===== config.mk =====
export PLATFORM = sky130hd
export DESIGN_NAME = wb_port_sched
export DESIGN_NICKNAME = d
export VERILOG_FILES = /design/src/rtl/wb_port_sched_pkg.sv /design/src/rtl/wb_result_fifo.sv /design/src/rtl/wb_port_sched.sv
export SDC_FILE = /design/constraint.sdc
export NUM_CORES = 1
export LEC_CHECK = 0
export BUFFER_PORTS_ARGS = -buffer_cell sky130_fd_sc_hd__buf_4
export CAP_MARGIN = 40
export CORE_MARGIN = 3
export CORE_UTILIZATION = 54
export DETAILED_ROUTE_END_ITERATION = 8
export MAX_ROUTING_LAYER = met4
export PLACE_DENSITY = 0.92
export SKIP_CTS_REPAIR_TIMING = 1
export SYNTH_ARGS = -nofsm -noshare
export SYNTH_HDL_FRONTEND = slang
export SYNTH_SLANG_ARGS = --single-unit

===== constraint.sdc =====
create_clock -name clk -period 4.3 [get_ports clk]
set_clock_uncertainty 0.1 [all_clocks]
set_input_delay 0.215 -clock clk [delete_from_list [all_inputs] [get_ports clk]]
set_output_delay 0.215 -clock clk [all_outputs]
set_load 0.02 [all_outputs]

===== src/rtl/wb_port_sched_pkg.sv =====
// Shared types and constants for the GPR write-port scheduler.
package wb_port_sched_pkg;

    localparam int REG_W  = 5;
    localparam int DATA_W = 32;

    localparam logic [REG_W-1:0] REG_ZERO = 5'd0;

    // One queued MDU result; live drops when the entry is killed or popped
    typedef struct packed {
        logic              live;
        logic [REG_W-1:0]  addr;
        logic [DATA_W-1:0] data;
    } fifo_entry_t;

endpackage


===== src/rtl/wb_result_fifo.sv =====
// Circular buffer of MDU results with kill-by-address and newest-match lookup.
// A killed entry keeps its slot and count until it is popped, so program
// order is preserved; only its live bit is cleared.
module wb_result_fifo
    import wb_port_sched_pkg::*;
#(
    parameter int DEPTH = 2,
    localparam int PTR_W = $clog2(DEPTH),
    localparam int CNT_W = PTR_W + 1
) (
    input  logic              clk,
    input  logic              rst_n,
    input  logic              push,
    input  logic [REG_W-1:0]  push_addr,
    input  logic [DATA_W-1:0] push_data,
    input  logic              pop,
    input  logic              kill,
    input  logic [REG_W-1:0]  kill_addr,
    input  logic [REG_W-1:0]  lk_addr,
    output logic              head_live,
    output logic [REG_W-1:0]  head_addr,
    output logic [DATA_W-1:0] head_data,
    output logic [CNT_W-1:0]  count,
    output logic              lk_hit,
    output logic [DATA_W-1:0] lk_data,
    output logic              busy
);

    fifo_entry_t      mem [DEPTH];
    logic [PTR_W-1:0] rd_ptr;
    logic [PTR_W-1:0] wr_ptr;
    logic [PTR_W-1:0] lk_idx;

    assign head_live = mem[rd_ptr].live;
    assign head_addr = mem[rd_ptr].addr;
    assign head_data = mem[rd_ptr].data;

    // Buffer update: kill matching entries, retire the head, append the new result
    always_ff @(posedge clk) begin
        if (!rst_n) begin
            rd_ptr <= '0;
            wr_ptr <= '0;
            count  <= '0;
            for (int i = 0; i < DEPTH; i++) begin
                mem[i] <= '0;
            end
        end else begin
            for (int i = 0; i < DEPTH; i++) begin
                if (kill && (mem[i].addr == kill_addr)) begin
                    mem[i].live <= 1'b0;
                end
            end
            if (pop) begin
                mem[rd_ptr].live <= 1'b0;
                rd_ptr           <= rd_ptr + PTR_W'(1);
            end
            if (push) begin
                mem[wr_ptr].live <= !(kill && (push_addr == kill_addr));
                mem[wr_ptr].addr <= push_addr;
                mem[wr_ptr].data <= push_data;
                wr_ptr           <= wr_ptr + PTR_W'(1);
            end
            case ({push, pop})
                2'b10:   count <= count + CNT_W'(1);
                2'b01:   count <= count - CNT_W'(1);
                default: count <= count;
            endcase
        end
    end

    // Walk entries oldest to newest so the last live match (the newest) wins
    always_comb begin
        lk_hit  = 1'b0;
        lk_data = '0;
        lk_idx  = '0;
        for (int i = 0; i < DEPTH; i++) begin
            lk_idx = rd_ptr + PTR_W'(i);
            if (mem[lk_idx].live && (mem[lk_idx].addr == lk_addr) &&
                (lk_addr != REG_ZERO)) begin
                lk_hit  = 1'b1;
                lk_data = mem[lk_idx].data;
            end
        end
    end

    // Busy reflects live entries only; killed-but-unpopped slots do not count
    always_comb begin
        busy = 1'b0;
        for (int i = 0; i < DEPTH; i++) begin
            busy = busy | mem[i].live;
        end
    end

endmodule


===== src/rtl/wb_port_sched.sv =====
// GPR write-port scheduler: pipeline write-back always owns the port, queued
// MDU results drain on cycles the pipeline leaves idle (including $0 writes).
module wb_port_sched
    import wb_port_sched_pkg::*;
#(
    parameter int DEPTH = 2
) (
    input  logic              clk,
    input  logic              rst_n,
    input  logic              we_wb,
    input  logic [REG_W-1:0]  waddr_wb,
    input  logic [DATA_W-1:0] wd_wb,
    input  logic              mdu_valid,
    input  logic [REG_W-1:0]  mdu_waddr,
    input  logic [DATA_W-1:0] mdu_wdata,
    output logic              mdu_ready,
    output logic              rf_we,
    output logic [REG_W-1:0]  rf_waddr,
    output logic [DATA_W-1:0] rf_wdata,
    input  logic [REG_W-1:0]  lk_addr,
    output logic              lk_hit,
    output logic [DATA_W-1:0] lk_data,
    output logic              busy
);

    localparam int CNT_W = $clog2(DEPTH) + 1;

    logic              grant_wb;
    logic              pop;
    logic              push;
    logic              head_live;
    logic [REG_W-1:0]  head_addr;
    logic [DATA_W-1:0] head_data;
    logic [CNT_W-1:0]  count;

    // Ready depends only on the registered count, so a full FIFO refuses a
    // push even in a cycle where it also pops
    assign mdu_ready = (count < CNT_W'(DEPTH));

    // Port arbitration: pipeline first, then the FIFO head; $0 never consumes the port
    always_comb begin
        grant_wb = we_wb && (waddr_wb != REG_ZERO);
        pop      = !grant_wb && (count != '0);
        push     = mdu_valid && mdu_ready && (mdu_waddr != REG_ZERO);
    end

    wb_result_fifo #(
        .DEPTH (DEPTH)
    ) u_fifo (
        .clk       (clk),
        .rst_n     (rst_n),
        .push      (push),
        .push_addr (mdu_waddr),
        .push_data (mdu_wdata),
        .pop       (pop),
        .kill      (grant_wb),
        .kill_addr (waddr_wb),
        .lk_addr   (lk_addr),
        .head_live (head_live),
        .head_addr (head_addr),
        .head_data (head_data),
        .count     (count),
        .lk_hit    (lk_hit),
        .lk_data   (lk_data),
        .busy      (busy)
    );

    // Register the granted write; a popped killed entry yields an empty cycle
    always_ff @(posedge clk) begin
        if (!rst_n) begin
            rf_we    <= 1'b0;
            rf_waddr <= '0;
            rf_wdata <= '0;
        end else if (grant_wb) begin
            rf_we    <= 1'b1;
            rf_waddr <= waddr_wb;
            rf_wdata <= wd_wb;
        end else if (pop && head_live) begin
            rf_we    <= 1'b1;
            rf_waddr <= head_addr;
            rf_wdata <= head_data;
        end else begin
            rf_we    <= 1'b0;
            rf_waddr <= '0;
            rf_wdata <= '0;
        end
    end

endmodule


---- Word-level counts from Yosys, hierarchy flattened ----
Memory sizes are Yosys's and may differ from the RTL's. A register that Yosys moved wholly into a read port is not among the register bits.
Cells that the tools add are included.
storage, ports and cells
  register bits ........................... 42
  memory bits (writable) .................. 76
  output and inout port bits .............. 73
  word-level logic and storage cells ...... 73
  memories kept ........................... 1
memory list
  name        depth  width  read ports  clocked after Yosys merged registers in  write ports  line                  source
  u_fifo.mem  2      38     4           1                                        3            wb_result_fifo.sv:29  fifo_entry_t mem [DEPTH];
cells by class
  $add $sub $neg .......................... 4
  order comparisons ....................... 1
  equal/unequal tests ..................... 7
  multiplexer cells ....................... 31
  bitwise operators ....................... 3
  reduce and logical (&&, ||, !) cells .... 20
operators by type and width
  cell                   number
  $mux W32               4
  $mux W38               1
  $reduce_or A38 Y1      1
  $eq A5 B5 Y1           5
  $mux W1                22
  $reduce_bool A5 Y1     3
  $logic_and A1 B1 Y1    12
  $mux W5                2
  $pmux W2 S2            1
  $reduce_bool A2 Y1     2
  $or A1 B1 Y1           3
  $add A1 B1 Y1 const B  2
  $add A2 B1 Y2 const B  1
  $eq A2 B1 Y1 const B   1
  $eq A2 B2 Y1 const B   1
  $logic_not A1 Y1       2
  $lt A2 B2 Y1 const B   1
  $mux W2                1
  $sub A2 B1 Y2 const B  1

---- Logic depth before layout (Yosys ltp) ----
Gate-level depths: netlist of run 1.
  depth after elaboration ................. 9
  depth in mapped cells ................... 9

---- Cells and area by module ----
A second synthesis of run 1 with hierarchy kept.
unflattened totals
  cells, all modules ...................... 557
  area, all modules ....................... 6,356.1 um^2
by module, submodules not included
  module          times used  cells each  area each (um^2)  sequential area each (um^2)
  wb_result_fifo  1           386         4,809.6           2,382.3
  wb_port_sched   1           171         1,546.5           760.7

---- Worst setup path before layout of run 1 ----
OpenSTA, ideal clock, no wires.
  kind .................................... flip-flop to flip-flop
  start point ............................. register u_fifo.count[1]
  end point ............................... memory u_fifo.mem[0][37] (netlist name) (enable)
  setup time .............................. 0.300 ns
  arrival time ............................ 2.628 ns
  data required time ...................... 3.900 ns
  slack ................................... 1.272 ns
  cell stages (with the launch flop) ...... 7
  buffers on the path ..................... 0
  clock period less this slack ............ 3.028 ns
  cell sequence ........................... dfxtp_1 nand2b_1 a21oi_1 inv_1 o21ai_1 a21oi_1 nand2_1
RTL lines
  item                    line                  source
  start, declared         wb_result_fifo.sv:23  output logic [CNT_W-1:0] count,
  start signal, assigned  wb_result_fifo.sv:64  2'b10: count <= count + CNT_W'(1);
  start signal, assigned  wb_result_fifo.sv:65  2'b01: count <= count - CNT_W'(1);
  start signal, assigned  wb_result_fifo.sv:66  default: count <= count;
  end, declared           wb_result_fifo.sv:29

---- Final worst setup path of run 1 ----
  start point ............................. register u_fifo.rd_ptr
  end point ............................... output lk_data[6]
on the way
  cells in the longest elaborated chain, start to end .. 6
ends and longest elaborated chain
  item                               line                  source
  start, declared                    wb_result_fifo.sv:30  logic [PTR_W-1:0] rd_ptr;
  start signal, assigned             wb_result_fifo.sv:55  rd_ptr <= rd_ptr + PTR_W'(1);
  $add A1 B1 Y1 (*)                  wb_result_fifo.sv:77  lk_idx = rd_ptr + PTR_W'(i);
  $mem_v2 Z2 W38 (*)                 -
  $eq A5 B5 Y1                       wb_result_fifo.sv:78  if (mem[lk_idx].live && (mem[lk_idx].addr == lk_addr) &&
  $logic_and A1 B1 Y1 (2 in series)  wb_result_fifo.sv:78
  $mux W32 (*)                       wb_result_fifo.sv:78
  end, declared                      wb_port_sched.sv:22   output logic [DATA_W-1:0] lk_data,
Every way passes the cells marked *; elsewhere a longest branch is shown, timed or not.

==> flow_summary.ini, run 1 <==
[outcome]
outcome = finished with violations
violations = hold timing

[global_routing]
grt_pass1_vias = 5362
grt_max_degree = 48
grt_antenna_before_repair = 0
grt.total_usage_pct = 27.4
grt_pass1_wl_um = 26800
gr-total-overflow = 0

[pwr]
p_switching_mw = 1.42
leakage_nw = 3.60
swShare_pct = 32.3
seqPwrFrac_pct = 36.1
p_per_area_mw_per_mm2 = 512
vdd_drop_max_v = 0.000424
intPower_mw = 2.98
power_frac_comb_pct = 28.5
power.share.clock_pct = 35.5

[yosys]
syn_area_sq_mm = 0.00630
synth_fa_ha_area_share_pct = 0.199
syn-num-nets = 647
seq_area_frac_synth_pct = 49.9
synthXorXnorAreaFrac_pct = 4.03
syn_avg_cell_area_sq_um = 11.2
synth-seq-cells = 119
synth_cells = 563
yosys.area_share.simple_pct = 18.9
muxShareOfSynthArea_pct = 16.8
synth_top_family_by_area = simple AND/OR/NAND/NOR gates
ys_types = 38
synth_compound_area_share_pct = 5.60
synth_warnings = 0

[routing]
vias = 5175
drt-initial-drc-count = 461
finalWirelength_um = 17900
drc = 0
antenna_left = 0
first_pass_iters = 7
via_per_inst = 5.80
wl_per_cell_um = 20.0

[final_layout]
antenna_cells = 0
final_common_cell = buf_4
drive_gt1_share_pct = 28.0
area_delta_synth_final_pct = 36.3
fillers = 689
layout.cells.non_filler = 893
final_cell_mix = buf_4, mux2i_1, and2_1
num-nets-final = 824

[clocking]
root_buffer = clkbuf_16
cts_buffers = 17
cts_num_sinks = 119
clk_path_buf_depth = 2
cts_tree = yes
clk_latency_ps = 410
path_clk_slew_ps = 50
htreeDepth = 4

[setup_path]
crit_type = register to primary output
cp_slowest_cell = or4_2
cp.arrival_ps = 3700
cpPeakStageDelay_ps = 1010
endpoint_kind = primary output
crit_family = simple AND/OR/NAND/NOR gates
crit_fanout = 22
cp.required_ps = 3980
crit_buf_inv = 2
worstSetupStartpointType = register
crit_start = u_fifo.rd_ptr
crit_chain = mux2i_1 -> xor2_1 -> nand4_1 -> or4_2 -> buf_16 -> mux2i_1 -> buf_4
critPathMostFrequentCell = mux2i_1

[die]
die_w_um = 114
die_y_um = 114
die_area_sq_mm = 0.0130
coreArea_sq_mm = 0.0111
floorplan.initialDensity_pct = 56.6
rows = 38
io_pins = 156

[sta]
fin_tns_setup_ps = 0
fin_crit_ps = 4010
setup_violations = 0
holdWs_ps = -22.0
max_slew_margin_pct = 51.1
report.final.slew_viol_count = 0
grt_setup_unrepaired = false
tightestPinTransition_ps = 734
period_share_pct = 93.3
hold_violations = 11
fmax_ghz = 0.249

[min_path]
min_from = wd_wb[25]
hold_path_class = input port to register

[placed_design]
port-buffer-count = 155
dp_cells = 826
dp_hpwl_um = 11400
gp_congestion = 0.882

[flow_run]
drv_cap = 0
tightest hold or removal path, stage by stage:
cell and delay [ps]:
buf_4 80, a22oi_1 60, nor2b_1 100
through the flow:
step / utilization, % / hold WS, ps / setup WS [ps] / cell area (sq um) / total power [mW]
floorplan: - / 282 / 1270 / 6300 / 2.38
global placement: 67.1 / 388 / 1050 / 7460 / 2.70
detailed placement: 68.1 / 398 / 896 / 7580 / 2.80
CTS: 74.0 / -34.3 / 406 / 8230 / 4.35
global route: 77.1 / 0.812 / 140 / 8580 / 4.56
finish: 77.1 / -22.0 / 288 / 8580 / 4.40
flip-flops by register name (all words and copies together) (netlist names), named ones only:
name	cells
u_fifo.wr_ptr	1
rf_waddr	5
u_fifo.rd_ptr	1
u_fifo.mem	76
rf_we	1
rf_wdata	32
u_fifo.count	2
path summary, 6_finish.rpt:
path | slack [ps] | depth (start not counted) | to
worst max register to register | 1870 | 6 | rf_wdata[15]
worst min-delay path | -20 | 3 | rf_wdata[25]
worst max-delay path | 290 | 7 | lk_data[6]
worst min register to register | 450 | 2 | u_fifo.count[1]
metal layers:
metal	routed length (um)	share of wire, %	track usage (%)
met1	6720	38	31.1
met2	9340	52	46.1
met3	1340	7.5	7.43
met4	458	2.6	10.9
met5	0	0	-
power by group through the flow:
stage	Combinational (mW)	Sequential, mW	Clock, mW
global placement	1.11	1.58	0
finish	1.25	1.59	1.56
global route	1.34	1.61	1.62
CTS	1.21	1.58	1.56
detailed placement	1.20	1.60	0
floorplan	0.852	1.53	0
cell usage after synthesis:
cell	count	area, sq um
nor4_1	1	6.26
clkbuf_1	26	97.6
buf_12	4	80.1
o21ai_0	1	5.00
nand2_1	7	26.3
ha_1	1	12.5
nor2_4	1	11.3
and3_1	1	6.26
a21boi_0	1	7.51
or4_1	3	22.5
buf_1	2	7.51
o21a_1	2	15.0
nand3_1	33	165
o21ai_1	2	10.0
nor3_1	6	30.0
dlygate4sd1_1	3	26.3
nor2b_1	35	219
and2_1	82	513
nor2_1	36	135
dfxtp_1	43	861
a221o_1	1	10.0
or2_2	1	6.26
edfxtp_1	76	2280
or3_1	1	6.26
nand2b_1	2	12.5
mux2i_1	106	1060
a32o_1	1	10.0
xor2_1	11	96.3
nor4_2	1	12.5
a21oi_1	4	20.0
inv_1	3	11.3
o41ai_1	4	35.0
buf_4	1	7.51
buf_6	2	22.5
buf_2	6	30.0
nand4_1	3	18.8
xnor2_1	18	158
a22oi_1	32	240
final cells by class:
type	instances	area, sq um	share of cell area, %
Timing Repair Buffer	202	1680	19.6
Clock inverter	15	228	2.65
Multi-Input combinational cell	397	2910	33.9
Sequential cell	119	3150	36.7
Clock buffer	17	425	4.96
Inverter	3	11.3	0.131
Tap cell	140	175	2.04
logic make-up after synthesis:
logic type	count (synthesis)
compound gates	48
xor+xnor	29
fa+ha+maj	1
buf+inv	47
flops	119
mux	106
simple gates	213
No activity file was read; power rests on OpenSTA's default activity.
==> run 2: changes to the inputs <==
Settings changed: PLACE_DENSITY 0.92 to 0.84.
==> flow_summary.ini, run 2 (synthesized netlist as in run 1, its figures left out) <==
[final_layout]
top_register = u_fifo.mem
drive_gt1_share_pct = 26.9
reg.largest.list = u_fifo.mem: 76 flops, rf_wdata: 32 flops, rf_waddr: 5 flops
final_cell_mix = buf_4, mux2i_1, and2_1
fillers = 744
largest_reg_flops = 76
area_delta_synth_final_pct = 36.4
antenna_cells = 0
num-nets-final = 837
final_common_cell = buf_4

[die]
die_area_sq_mm = 0.0130
rows = 38
floorplan.initialDensity_pct = 56.6
die_w_um = 114
die_y_um = 114
coreArea_sq_mm = 0.0111
io_pins = 156

[sta]
report.final.slew_viol_count = 0
fin_crit_ps = 3670
max_slew_margin_pct = 43.0
setup_violations = 0
fin_tns_setup_ps = 0
hold_violations = 12
period_share_pct = 85.4
grt_setup_unrepaired = false
holdWs_ps = -25.4
tightestPinTransition_ps = 855
fmax_ghz = 0.272

[pwr]
p_switching_mw = 1.33
power_frac_comb_pct = 31.5
seqPwrFrac_pct = 36.7
power.share.clock_pct = 31.8
vdd_drop_max_v = 0.000384
swShare_pct = 32.3
intPower_mw = 2.80
p_per_area_mw_per_mm2 = 482
leakage_nw = 3.61
power_mw = 4.14

[clocking]
cts_tree = yes
htreeDepth = 4
clk_path_buf_depth = 2
cts_num_sinks = 119
root_buffer = clkbuf_16
clk_latency_ps = 420
path_clk_slew_ps = 50
cts_buffers = 17

[placed_design]
port-buffer-count = 155
gp_congestion = 0.886
dp_hpwl_um = 10900

[outcome]
outcome = finished with violations
violations = hold timing

[setup_path]
rrSetupSlack_ps = 1740
worstSetupStartpointType = register
endpoint_kind = primary output
crit_fanout = 21
crit_type = register to primary output
cp.required_ps = 3980
cp.arrival_ps = 3360
reg2reg_depth = 7

[min_path]
hold-path-cell-count = 3
hold_path_class = input port to register

[flow_run]
drv_cap = 0

[global_routing]
grt_pass1_wl_um = 25300
grt_antenna_before_repair = 0
grt.total_usage_pct = 26.1
grt_pass1_vias = 4972
grt_max_degree = 48
gr-total-overflow = 0

[routing]
finalWirelength_um = 16900
first_pass_iters = 5
wl_per_cell_um = 18.6
drt-initial-drc-count = 381
drc = 0
antenna_left = 0
vias = 5071
via_per_inst = 5.60
[run 2: power groups by stage]
stage / Combinational [mW] / Clock [mW] / Sequential (mW)
after floorplan: 0.852 / 0 / 1.53
after global placement: 1.19 / 0 / 1.52
after detailed placement: 1.26 / 0 / 1.53
after CTS: 1.27 / 1.33 / 1.52
after global routing: 1.40 / 1.39 / 1.54
final: 1.30 / 1.32 / 1.52
[run 2: per-layer routing]
layer	up-vias	GRT usage (%)	wire [um]
met3	27	6.10	1270
met1	2441	31.3	6700
met2	224	42.1	8640
li1	2379	-	-
met4	0	11.4	267
met5	-	-	0
[run 2: path summary, 6_finish.rpt]
kind	start	endpoint
setup reg to reg	u_fifo.count[1]	u_fifo.mem[0][37]
hold / removal	wd_wb[3]	rf_wdata[3]
setup / recovery	u_fifo.rd_ptr	lk_data[9]
hold reg to reg	u_fifo.count[1]	u_fifo.count[1]
[run 2: cell type report]
cell class / instances / area [sq um] / area share, %
Clock inverter: 5 / 48.8 / 0.568
Timing Repair Buffer: 215 / 1790 / 20.9
Sequential cell: 119 / 3150 / 36.6
Inverter: 3 / 11.3 / 0.131
Clock buffer: 27 / 503 / 5.85
Multi-Input combinational cell: 397 / 2910 / 33.9
Tap cell: 140 / 175 / 2.04
[run 2: worst max-delay path: stages (launching register included)]
cell     delay, ps
dfxtp_2        330
buf_4          360
mux2i_1        300
xor2_1         170
nand4_1         90
or4_2         1000
buf_16         290
mux2i_1        190
buf_4          170
[run 2: metrics by stage]
step                      instances  setup slack, ps  hold WS, ps  utilization, %  area (sq um)
final                           906              626        -25.4            77.2          8590
after global routing            906              483         5.69            77.2          8590
after CTS                       860              618        -48.8            73.1          8130
after detailed placement        828             1100          395            68.1          7580
after global placement          824             1160          389            67.3          7480
after floorplan                 563             1270          282               -          6300
==> run 3: changes to the inputs <==
Settings changed: PLACE_DENSITY 0.84 to 0.81, SYNTH_HIERARCHICAL from default to 1.
==> flow_summary.ini, run 3 <==
[outcome]
outcome = finished with violations
violations = hold timing

[clocking]
cts_num_sinks = 119
htreeDepth = 4
clk_path_buf_depth = 2
root_buffer = clkbuf_16
cts_buffers = 17
cts_tree = yes
clk_latency_ps = 410
path_clk_slew_ps = 50

[final_layout]
final_cell_mix = buf_4, mux2i_1, and2_1, edfxtp_1, nand2_1
top_register = u_fifo/mem
largest_reg_flops = 76
area_delta_synth_final_pct = 33.9
final_common_cell = buf_4
drive_gt1_share_pct = 31.0
reg.largest.list = u_fifo/mem: 76 flops, rf_wdata: 32 flops, rf_waddr: 5 flops
num-nets-final = 832

[global_routing]
grt_pass1_wl_um = 25900
grt_antenna_before_repair = 0
grt_max_degree = 50
grt_pass1_vias = 5009
gr-total-overflow = 0
grt.total_usage_pct = 26.6

[pwr]
vdd_drop_max_v = 0.000249
p_per_area_mw_per_mm2 = 447
leakage_nw = 3.53

[sta]
grt_setup_unrepaired = false
max_slew_margin_pct = 43.5
fin_tns_setup_ps = 0
fmax_ghz = 0.288
hold_violations = 5
holdWs_ps = -32.6
tightestPinTransition_ps = 843
fin_crit_ps = 3480
period_share_pct = 80.9
report.final.slew_viol_count = 0
setup_violations = 0

[yosys]
yosys-top-cells-area = edfxtp_1, mux2i_1, dfxtp_1
yosysTopAreaCell = edfxtp_1
synth_ff_type = edfxtp_1
synth_edf_count = 76
synth.top_cell.area_share_pct = 35.9
ys_top_cells_by_count = mux2i_1, and2_1, edfxtp_1
seq_area_frac_synth_pct = 49.4
ys_types = 40
synth-seq-cells = 119
synth_cells = 557
synth_warnings = 6
syn_area_sq_mm = 0.00636
synth_most_common_cell = mux2i_1
syn-num-nets = 641
syn_avg_cell_area_sq_um = 11.4
async_flop_share_pct = 0

[routing]
drc = 0
vias = 4946
first_pass_iters = 5
antenna_left = 0
drt-initial-drc-count = 349
finalWirelength_um = 17000
wl_per_cell_um = 18.9
via_per_inst = 5.48

[die]
die_area_sq_mm = 0.0131
coreArea_sq_mm = 0.0112
floorplan.initialDensity_pct = 56.9
io_pins = 156
die_w_um = 114
rows = 38
die_y_um = 114

[setup_path]
worstSetupStartpointType = register
crit_fanout = 33
endpoint_kind = primary output
cp.arrival_ps = 3160
cp.required_ps = 3980
crit_type = register to primary output

[placed_design]
dp_hpwl_um = 10900
gp_congestion = 0.818
port-buffer-count = 155

[min_path]
hold_path_class = input port to register

[flow_run]
drv_cap = 0
==> run 3: critical path, stage by stage (launching register included) <==
cell and delay (ps):
dfxtp_2 770, buf_4 440, a32oi_1 200, nor4_4 270, buf_4 500, mux2i_1 330
buf_4 200
==> run 3: routing by layer <==
layer / track usage [%] / up-vias / wire length (um)
met1: 32.2 / 2335 / 6750
met3: 4.97 / 36 / 1150
met5: - / - / 0
li1: - / 2341 / -
met4: 10.4 / 0 / 382
met2: 44.0 / 234 / 8740
==> run 3: path summary, 6_finish.rpt <==
kind | slack, ps | end | depth (start not counted) | start
worst max register to register | 1910 | u_fifo/mem[0][21] | 6 | u_fifo/count[1]
worst min-delay path | -30 | rf_wdata[1] | 3 | wd_wb[1]
worst max-delay path | 820 | lk_data[22] | 6 | u_fifo/rd_ptr
worst min register to register | 450 | u_fifo/count[1] | 2 | u_fifo/count[1]
==> run 3: logic make-up (layout without fill, tap and decap cells) <==
group                    count (synthesis)  count (layout)  synth area share [%]
AO/OA/AOI/OAI                           19              19                  2.17
XOR/XNOR                                29              29                  4.00
adder cells (fa/ha/maj)                  1               1                 0.197
buffers and inverters                   42             246                  4.13
flip-flops                             119             119                  49.4
multiplexers                           138             138                  22.6
other                                    0               1                     0
AND/OR/NAND/NOR                        209             209                  17.5
==> run 3: layout make-up <==
type | count | area, sq um
sequential | 119 | 3150
multi-input combinational | 396 | 2980
fill | 734 | 2670
timing repair buffer | 210 | 1700
clock buffer | 26 | 469
tap | 140 | 175
clock inverter | 6 | 28.8
inverter | 4 | 15.0
antenna | 1 | 2.50
==> run 3: report_power, final <==
| part | total (mW) | internal, mW | switching (mW) |
|---|---|---|---|
| sequential | 1.54 | 1.41 | 0.126 |
| combinational | 1.06 | 0.485 | 0.577 |
| clock | 1.21 | 0.742 | 0.463 |
==> run 3: stage by stage <==
step	setup slack [ps]	instances	power (mW)	cell area (sq um)	util, %
CTS	808	858	3.78	8080	72.3
global placement	1370	825	2.54	7560	67.6
floorplan	96.6	557	2.25	6360	-
finish	822	902	3.80	8510	76.1
global route	675	901	3.97	8510	76.1
detailed placement	1270	826	2.57	7580	67.8
